**config.mk**
```make
export PLATFORM = sky130hd
export DESIGN_NAME = gpio_cfg_decoder
export DESIGN_NICKNAME = d
export VERILOG_FILES = /design/src/rtl/rfsoc_config_pkg.sv /design/src/rtl/gpio_edge_sync.sv /design/src/rtl/gpio_cfg_decoder.sv
export SDC_FILE = /design/constraint.sdc
export NUM_CORES = 1
export LEC_CHECK = 0
export BUFFER_PORTS_ARGS = -buffer_cell sky130_fd_sc_hd__buf_2
export CORE_AREA = 2 2 445 447
export CTS_BUF_LIST = sky130_fd_sc_hd__clkbuf_8
export CTS_CLUSTER_SIZE = 20
export DETAILED_ROUTE_END_ITERATION = 12
export DIE_AREA = 0 0 447 449
export SETUP_SLACK_MARGIN = 0.5
export SYNTH_ARGS = -nofsm -noshare
export SYNTH_HDL_FRONTEND = slang
export SYNTH_SLANG_ARGS = --single-unit
```
**constraint.sdc**
```tcl
create_clock -name clk -period 17.21 [get_ports clk]
set_input_delay 5.163 -clock clk [delete_from_list [all_inputs] [get_ports clk]]
set_output_delay 5.163 -clock clk [all_outputs]
set_load 0.03 [all_outputs]
```
**src/rtl/rfsoc_config_pkg.sv**
```systemverilog
// Shared RFSoC PS-to-PL configuration constants: GPIO bus layout, register widths
// and the bit positions of every serial/control line on the PS GPIO bus.
package rfsoc_config;

   localparam int gpio_bus_width      = 16;
   localparam int config_reg_width    = 256;
   localparam int NCH_DEFAULT         = 16;
   localparam int ADC_SHIFT_W_DEFAULT = 8;

   localparam int GPIO_SDATA           = 0;
   localparam int GPIO_CYCLE_COUNT_CLK = 1;
   localparam int GPIO_PRE_DELAY_CLK   = 2;
   localparam int GPIO_POST_DELAY_CLK  = 3;
   localparam int GPIO_ADC_NUM_CLK     = 4;
   localparam int GPIO_ADC_SHIFT_CLK   = 5;
   localparam int GPIO_CHANNEL_SEL_CLK = 6;
   localparam int GPIO_MASK_CLK        = 7;
   localparam int GPIO_MUX_SET_CLK     = 8;
   localparam int GPIO_LOCK_CLK        = 9;
   localparam int GPIO_MASK_EN_CLK     = 10;
   localparam int GPIO_TRIGGER         = 11;
   localparam int GPIO_ADC_FLUSH       = 12;
   localparam int GPIO_PL_RST          = 13;

   // Serial clock for each wide timing register, in output order:
   // cycle_count, pre_delay, post_delay, adc_num_cycles.
   localparam int N_TIMING = 4;
   localparam int TIMING_CLK_IDX [N_TIMING] =
      '{GPIO_CYCLE_COUNT_CLK, GPIO_PRE_DELAY_CLK, GPIO_POST_DELAY_CLK, GPIO_ADC_NUM_CLK};

   // Serial clock for each per-channel strobe, in order: mask, mux, lock, mask_en.
   localparam int N_CH_STB = 4;
   localparam int CH_STB_CLK_IDX [N_CH_STB] =
      '{GPIO_MASK_CLK, GPIO_MUX_SET_CLK, GPIO_LOCK_CLK, GPIO_MASK_EN_CLK};

endpackage

```
**src/rtl/gpio_edge_sync.sv**
```systemverilog
// Per-bit 2-flop synchronizer followed by a delay stage for rising-edge detection.
module gpio_edge_sync #(
   parameter int W = 1
) (
   input  logic         clk,
   input  logic         rstn,
   input  logic [W-1:0] i_async,
   output logic [W-1:0] o_sync,
   output logic [W-1:0] o_rise
);

   logic [W-1:0] r_meta;
   logic [W-1:0] r_sync;
   logic [W-1:0] r_dly;

   always_ff @(posedge clk) begin
      if (!rstn) begin
         r_meta <= '0;
         r_sync <= '0;
         r_dly  <= '0;
      end else begin
         r_meta <= i_async;
         r_sync <= r_meta;
         r_dly  <= r_sync;
      end
   end

   assign o_sync = r_sync;

   genvar gi;
   generate
      for (gi = 0; gi < W; gi++) begin : g_rise
         assign o_rise[gi] = r_sync[gi] & ~r_dly[gi];
      end
   endgenerate

endmodule

```
**src/rtl/gpio_cfg_decoder.sv**
```systemverilog
// Decodes the PS GPIO serial protocol into PL configuration registers,
// per-channel shift strobes and single-cycle event pulses.
module gpio_cfg_decoder
   import rfsoc_config::*;
#(
   parameter int NCH         = NCH_DEFAULT,
   parameter int ADC_SHIFT_W = ADC_SHIFT_W_DEFAULT
) (
   input  logic                        clk,
   input  logic                        rstn,
   input  logic [gpio_bus_width-1:0]   gpio_in,
   output logic [config_reg_width-1:0] cycle_count,
   output logic [config_reg_width-1:0] pre_delay,
   output logic [config_reg_width-1:0] post_delay,
   output logic [config_reg_width-1:0] adc_num_cycles,
   output logic [ADC_SHIFT_W-1:0]      adc_shift_val,
   output logic [NCH-1:0]              channel_sel,
   output logic                        ch_sdata,
   output logic [NCH-1:0]              ch_mask_shift,
   output logic [NCH-1:0]              ch_mux_shift,
   output logic [NCH-1:0]              ch_lock_shift,
   output logic [NCH-1:0]              ch_mask_en_shift,
   output logic                        trigger_pulse,
   output logic                        adc_flush_pulse,
   output logic                        pl_rst_o
);

   logic [gpio_bus_width-1:0] w_sync;
   logic [gpio_bus_width-1:0] w_rise;
   logic                      w_sdata;
   logic                      w_pl_rst;

   logic [config_reg_width-1:0] r_timing [N_TIMING];
   logic [ADC_SHIFT_W-1:0]      r_adc_shift_val;
   logic [NCH-1:0]              r_channel_sel;
   logic [NCH-1:0]              r_ch_shift [N_CH_STB];
   logic                        r_ch_sdata;
   logic                        r_trigger_pulse;
   logic                        r_adc_flush_pulse;
   logic                        r_pl_rst_o;

   gpio_edge_sync #(
      .W (gpio_bus_width)
   ) u_edge_sync (
      .clk     (clk),
      .rstn    (rstn),
      .i_async (gpio_in),
      .o_sync  (w_sync),
      .o_rise  (w_rise)
   );

   // sdata comes from the same synchronized word as the serial clocks, so the
   // PS setup time on the bus carries straight through to the sample point.
   assign w_sdata  = w_sync[GPIO_SDATA];
   assign w_pl_rst = w_sync[GPIO_PL_RST];

   always_ff @(posedge clk) begin
      r_pl_rst_o <= w_pl_rst | ~rstn;
      if (!rstn || w_pl_rst) begin
         for (int i = 0; i < N_TIMING; i++) r_timing[i] <= '0;
         for (int i = 0; i < N_CH_STB; i++) r_ch_shift[i] <= '0;
         r_adc_shift_val   <= '0;
         r_channel_sel     <= '0;
         r_ch_sdata        <= 1'b0;
         r_trigger_pulse   <= 1'b0;
         r_adc_flush_pulse <= 1'b0;
      end else begin
         for (int i = 0; i < N_TIMING; i++) begin
            if (w_rise[TIMING_CLK_IDX[i]])
               r_timing[i] <= {r_timing[i][config_reg_width-2:0], w_sdata};
         end
         if (w_rise[GPIO_ADC_SHIFT_CLK])
            r_adc_shift_val <= {r_adc_shift_val[ADC_SHIFT_W-2:0], w_sdata};
         if (w_rise[GPIO_CHANNEL_SEL_CLK])
            r_channel_sel <= {r_channel_sel[NCH-2:0], w_sdata};
         // No one-hot check: every selected channel sees the strobe.
         for (int i = 0; i < N_CH_STB; i++)
            r_ch_shift[i] <= w_rise[CH_STB_CLK_IDX[i]] ? r_channel_sel : '0;
         r_ch_sdata        <= w_sdata;
         r_trigger_pulse   <= w_rise[GPIO_TRIGGER];
         r_adc_flush_pulse <= w_rise[GPIO_ADC_FLUSH];
      end
   end

   assign cycle_count      = r_timing[0];
   assign pre_delay        = r_timing[1];
   assign post_delay       = r_timing[2];
   assign adc_num_cycles   = r_timing[3];
   assign adc_shift_val    = r_adc_shift_val;
   assign channel_sel      = r_channel_sel;
   assign ch_sdata         = r_ch_sdata;
   assign ch_mask_shift    = r_ch_shift[0];
   assign ch_mux_shift     = r_ch_shift[1];
   assign ch_lock_shift    = r_ch_shift[2];
   assign ch_mask_en_shift = r_ch_shift[3];
   assign trigger_pulse    = r_trigger_pulse;
   assign adc_flush_pulse  = r_adc_flush_pulse;
   assign pl_rst_o         = r_pl_rst_o;

endmodule

```
==> results.cfg, run 1 <==
[power]
vdd_drop_max_uv = 62.2
p_total_uw = 6390
power.leakage_uw = 0.0231
pwr_density_cell_nw_per_um2 = 118

[die]
start_util_pct = 21.1
core_um2 = 196000
dieArea_um2 = 201000
placementRows = 163
die-width_um = 447
io-pin-count = 1134
chipHeight_um = 449

[sta]
hold_viol = 0
finalSetupViolCount = 0
drv_slew = 0
fin_setup_tns_ns = 0
min_period_over_period_pct = 49.7
maxSlewHeadroom_pct = 19.3
max_freq_mhz = 117
min_period_ns = 8.55
fin_ws_ns = 8.66
hold_ws_ns = 0.394
finalClockSkew_ns = 0.0541
grt_setup_unrepaired = false
worstMarginPinSlew_ns = 1.21

[global_routing]
track_usage_pct = 12.2
grt_pass1_wl_um = 178000
grt_max_degree = 255
gr-total-overflow = 0
grt_pass1_vias = 24400
antenna_found_initial = 10

[route]
wl_um = 129000
avgRoutedWirePerCell_um = 19.6
vias = 24800
first_iter_violations = 2009
drc = 0
via_per_inst = 3.78
final_antenna_net_count = 0
drt_pass1_iterations = 5

[worst_setup_path]
cpMaxStageDelayCell = buf_4
r2r_cells = 6
path_buf_inv = 5
crit_end = r_timing[1][210]$_SDFFCE_PN0P_
critPathTopFamily = buffers and inverters
cp_num_cells = 8
start_kind = input port
critical_path.max_fanout = 111
path_cells = buf_2 > buf_4 > nor2b_4 > inv_2 > nor2_4 > buf_4 > buf_4 > and2_1
cp-end-kind = flop
cp-startpoint = rstn
path_common_cell = buf_4
required_ns = 17.96
regToRegSetupSlack_ns = 12.90
crit_type = in -> reg
worst_ep_arrival_time_ns = 9.30
r2r-end = r_timing[0][88]$_SDFFCE_PN0P_
r2r_start = u_edge_sync.o_sync[13]$_SDFF_PN0_
cp_slowest_stage_delay_ns = 0.83

[clocking]
clk_pin_slew_ns = 0.06
cts_root_buffer = clkbuf_8
cts-resized-gates = 0
numCtsBuffers = 199
clkSinkCount = 1156
clk_latency_ns = 0.92
post_cts_buffers = 0
cts_tree = built
htree_levels = 4
max-clock-path-buffers = 3
postCtsHoldBufs = 0

[place]
pre_cts_ws_ns = 7.66
routabilityCongestion = 0.890
hpwl_um = 92000
port_buffers = 1131

[final_layout]
register_area_um2 = 33400
drive_above_1_share_pct = 36.7
multi_input_area_um2 = 7570
final_net_count = 3755
final_cell_mix = buf_2 (1131), and2_1 (1124), edfxtp_1 (1024), clkbuf_8 (214), dfxtp_1 (132)
fill_cells = 20300
syn_to_final_growth_pct = 30.3
final_common_cell = buf_2

[synthesis]
syn_inst = 2511
syn_nets = 2529
synth_seq_area_share_pct = 80.5
synthesis.area_um2 = 41500
synth.distinct_cells = 20
synth.avg_cell_area_um2 = 16.5
synth_seq_cells = 1156
synth_warnings = 0

[outcome]
status = complete, no violations

[min_path]
hold_class = reg -> reg

[run]
drv_cap = 0
-- metal layers --
layer	wire length, um	vias up	global-route usage, %	part of all wire (%)
met5	0	-	0	0
met4	4950	0	5.43	3.8
met3	10900	229	4.37	8.4
met2	64000	956	20.7	50
met1	48800	12500	13.8	38
li1	-	11100	-	-
-- metrics by stage --
step | utilization, % | cell area (um2) | cells
final | 27.5 | 54000 | 6551
after detailed placement | 25.6 | 50100 | 6176
after global placement | 25.6 | 50100 | 6176
after floorplan | - | 41500 | 2511
after CTS | 27.5 | 54000 | 6546
after global routing | 27.5 | 54000 | 6551
-- worst reg2reg max path: stages, from the launching register on --
cell and delay [ns]:
dfxtp_1 0.30, buf_4 0.19, nor2b_4 0.13, nand2_4 0.50, buf_4 1.02, buf_4 1.02
buf_4 0.71
-- worst min-delay path by stage --
stage                                                start                    endpoint  cells after the start
after floorplan           u_edge_sync.r_dly[12]$_SDFF_PN0_  adc_flush_pulse$_SDFF_PP0_                      1
after global placement    u_edge_sync.r_dly[11]$_SDFF_PN0_    trigger_pulse$_SDFF_PP0_                      1
after detailed placement  u_edge_sync.r_dly[11]$_SDFF_PN0_    trigger_pulse$_SDFF_PP0_                      1
after CTS                 u_edge_sync.r_dly[11]$_SDFF_PN0_    trigger_pulse$_SDFF_PP0_                      1
after global routing      u_edge_sync.r_dly[12]$_SDFF_PN0_  adc_flush_pulse$_SDFF_PP0_                      1
final                     u_edge_sync.r_dly[11]$_SDFF_PN0_    trigger_pulse$_SDFF_PP0_                      1
-- final cells by class --
type                       count  area share, %
timing repair buffer        1154           10.8
tap                         2640           6.11
clock inverter               156           1.76
multi-input combinational   1224           14.0
inverter                       2         0.0139
antenna                        5         0.0232
sequential                  1156           61.8
clock buffer                 214           5.45
-- cell families (layout without fill, tap and decap cells) --
logic type	after synthesis	in the layout	synth area share, %
simple gates	1200	1200	17.8
flops	1156	1156	80.5
buf+inv	131	1526	1.37
compound gates	24	24	0.290
other cells	0	5	0
-- cell usage after synthesis (all sizes together) --
library cell,instances,share of area (%)
and2,1124,17
nor3b,6,0.12
a21oi,24,0.29
nand2,53,0.48
edfxtp,1024,74
inv,2,0.018
buf,38,0.47
nor2,8,0.11
nand2b,6,0.091
dfxtp,132,6.4
nor2b,3,0.063
clkbuf,91,0.88
-- registers in the layout (all words and copies together), names as in the netlist --
| register | count |
|---|---|
| pl_rst_o | 1 |
| adc_flush_pulse | 1 |
| trigger_pulse | 1 |
| u_edge_sync.r_meta | 14 |
| r_ch_shift | 64 |
| r_timing | 1024 |
| channel_sel | 16 |
| u_edge_sync.r_dly | 12 |
| u_edge_sync.o_sync | 14 |
| ch_sdata | 1 |
| adc_shift_val | 8 |
-- report_power, final --
group | switching, uW | internal [uW] | total (uW)
clock network | 1180 | 1280 | 2460
registers | 94.4 | 3220 | 3320
logic | 494 | 117 | 610
total | 1770 | 4620 | 6390
No activity file was read; power rests on OpenSTA's default activity.
==> inputs of run 2 (changes only) <==
- ABC_AREA: default -> 1
- CORE_AREA: 2 2 445 447 -> 2 2 438 440
- DIE_AREA: 0 0 447 449 -> 0 0 440 442
- clock period: 17.21 -> 8.57 ns (I/O delays scaled with it)
==> run 2 against run 1 <==
  * Cell area increased by 2.3%
  * Sequential cell count stayed put
  * Sequential share of layout area shrank 1.4 points
  * Sequential power is 100% higher
  * Power grew 100%
  * Global-route usage grew 0.53 points
  * First-iteration DRC count is 16% higher
  * Critical path depth is 1 lower
  * Clock skew increased by 0.017 ns
  * Synthesized area is 3.3% higher
  * Critical endpoint is now r_timing[3][181]$_SDFFCE_PN0P_
  * Largest power group unchanged
==> results.cfg, run 2 <==
[sta]
hold_viol = 0
drv_slew = 0
min_period_over_period_pct = 55.4
fin_setup_tns_ns = 0
hold_ws_ns = 0.399
worstMarginPinSlew_ns = 1.20
maxSlewHeadroom_pct = 20.0
finalSetupViolCount = 0
min_period_ns = 4.75
max_freq_mhz = 211
finalClockSkew_ns = 0.0708
grt_setup_unrepaired = false

[global_routing]
antenna_found_initial = 11
track_usage_pct = 12.8
grt_pass1_vias = 27100
grt_pass1_wl_um = 183000
gr-total-overflow = 0
grt_max_degree = 184

[place]
port_buffers = 1131
routabilityCongestion = 0.920
placed_area_um2 = 51400
hpwl_um = 94900
placed_cells = 7169

[final_layout]
largest_register = r_timing
fill_cells = 19600
final_net_count = 4876
final_cells = 7532
largest_register_ffs = 1024
final_cell_area_um2 = 55300
register_area_um2 = 33400
syn_to_final_growth_pct = 29.0
drive_above_1_share_pct = 28.5
final_cell_mix = inv_1 (1150), nor2_1 (1147), buf_2 (1131), edfxtp_1 (1024), clkbuf_8 (215)
multi_input_area_um2 = 4810
final_common_cell = inv_1

[power]
power_frac_comb_pct = 10.8
power.switching_uw = 3690
p_clk_share_pct = 38.1
power.internal_uw = 9350
vdd_drop_max_uv = 134
pwr_density_cell_nw_per_um2 = 236
swShare_pct = 28.3
power.leakage_uw = 0.0251
seqPwrFrac_pct = 51.2

[worst_setup_path]
cp-end-kind = flop
path_cells = buf_2 > inv_1 > nor2_4 > buf_4 > o21ai_4 > buf_4 > buf_4
path_common_cell = buf_4
required_ns = 9.07
start_kind = input port
critPathTopFamily = buffers and inverters
critical_path.max_fanout = 82
crit_type = in -> reg
r2r_start = u_edge_sync.o_sync[13]$_SDFF_PN0_
cp_slowest_stage_delay_ns = 0.89
r2r_cells = 6
r2r-end = r_timing[3][181]$_SDFFCE_PN0P_
cp_num_cells = 7
regToRegSetupSlack_ns = 4.97
worst_ep_arrival_time_ns = 5.24
cpMaxStageDelayCell = buf_4
path_buf_inv = 5

[synthesis]
syn_nets = 3647
synth_top_cell_by_area = edfxtp_1
synth.avg_cell_area_um2 = 11.8
syn_inst = 3629
post-synth-top-area-fraction_pct = 71.8
synth_warnings = 0
synth-edff-count = 1024
yosysMostFrequentCell = nor2_1
synth_seq_cells = 1156
synth_common_cells = nor2_1 (1147), inv_1 (1094), edfxtp_1 (1024)
synth_area_leaders = edfxtp_1 (72%), nor2_1 (10%), inv_1 (9.6%)
synth_seq_area_share_pct = 77.9
synthesis.area_um2 = 42900
synth.distinct_cells = 12
synth_ff_type = edfxtp_1
async_reset_ff_share_pct = 0

[die]
placementRows = 160
io-pin-count = 1134
chipHeight_um = 442
die-width_um = 440
dieArea_um2 = 194000
core_um2 = 190000
start_util_pct = 22.6

[clocking]
clkSinkCount = 1156
cts_root_buffer = clkbuf_8
post_cts_buffers = 0
numCtsBuffers = 198
clk_pin_slew_ns = 0.06
postCtsHoldBufs = 0
clk_latency_ns = 0.93
max-clock-path-buffers = 3
cts_tree = built
htree_levels = 4
cts-resized-gates = 0

[route]
via_per_inst = 3.78
avgRoutedWirePerCell_um = 17.4
final_antenna_net_count = 0
drc = 0
vias = 28400
drt_pass1_iterations = 5
first_iter_violations = 2335
wl_um = 131000

[min_path]
hold_class = reg -> reg
worstHoldStart = u_edge_sync.r_dly[11]$_SDFF_PN0_
min_to = trigger_pulse$_SDFF_PP0_
hold_depth = 1

[run]
drv_cap = 0

[outcome]
status = complete, no violations
-- run 2: power by group through the flow --
stage	Sequential (uW)	Clock, uW	Combinational, uW
after floorplan	7430	0	272
after global placement	6770	0	1410
after detailed placement	6780	0	1420
after CTS	6670	5130	1420
after global routing	6710	5360	1480
final	6670	4970	1400
-- run 2: cell type report --
class,count,area share [%]
Timing Repair Buffer,1157,10.7
Clock inverter,143,1.70
Antenna cell,5,0.0226
Inverter,1094,7.43
Multi-Input combinational cell,1251,8.70
Clock buffer,215,5.35
Tap cell,2511,5.68
Sequential cell,1156,60.4
-- run 2: worst max-delay path by stage --
stage / start / endpoint / slack (ns)
3_3_place_gp: rstn / r_timing[3][200]$_SDFFCE_PN0P_ / 2.97
4_1_cts: rstn / r_timing[3][203]$_SDFFCE_PN0P_ / 3.96
3_5_place_dp: rstn / r_timing[3][200]$_SDFFCE_PN0P_ / 2.93
5_1_grt: rstn / r_timing[3][201]$_SDFFCE_PN0P_ / 3.75
6_report: rstn / r_timing[3][181]$_SDFFCE_PN0P_ / 3.82
2_1_floorplan: u_edge_sync.o_sync[1]$_SDFF_PN0_ / r_timing[0][0]$_SDFFCE_PN0P_ / 1.02
-- run 2: cells by family after synthesis --
kind of cell	after synthesis	share of synthesized area, %
buf+inv	1222	11.0
flops	1156	77.9
simple gates	1247	11.0
compound gates	4	0.0467
-- run 2: worst reg2reg max path, delay by kind of cell (launching register included) --
family,cells,cell delay (ns)
and+or+nand+nor,1,0.11
buffers and inverters,4,2.35
DFF,1,0.48
AOI/OAI and AO/OA,1,0.16
-- run 2: per-layer routing --
layer / global-route usage [%] / vias to the layer above / share of wire (%)
met5: 0.521 / - / 0.12
met4: 5.41 / 4 / 3.5
met3: 4.83 / 242 / 9.2
met2: 21.5 / 1147 / 49
met1: 14.3 / 13700 / 38
li1: - / 13400 / -
-- run 2: per-stage QoR --
stage | setup WS (ns) | total power (uW) | util, %
6_report | 3.82 | 13000 | 29.2
5_1_grt | 3.75 | 13500 | 29.2
4_1_cts | 3.96 | 13200 | 29.2
3_5_place_dp | 2.93 | 8200 | 27.1
3_3_place_gp | 2.97 | 8190 | 27.1
2_1_floorplan | 1.02 | 7710 | -
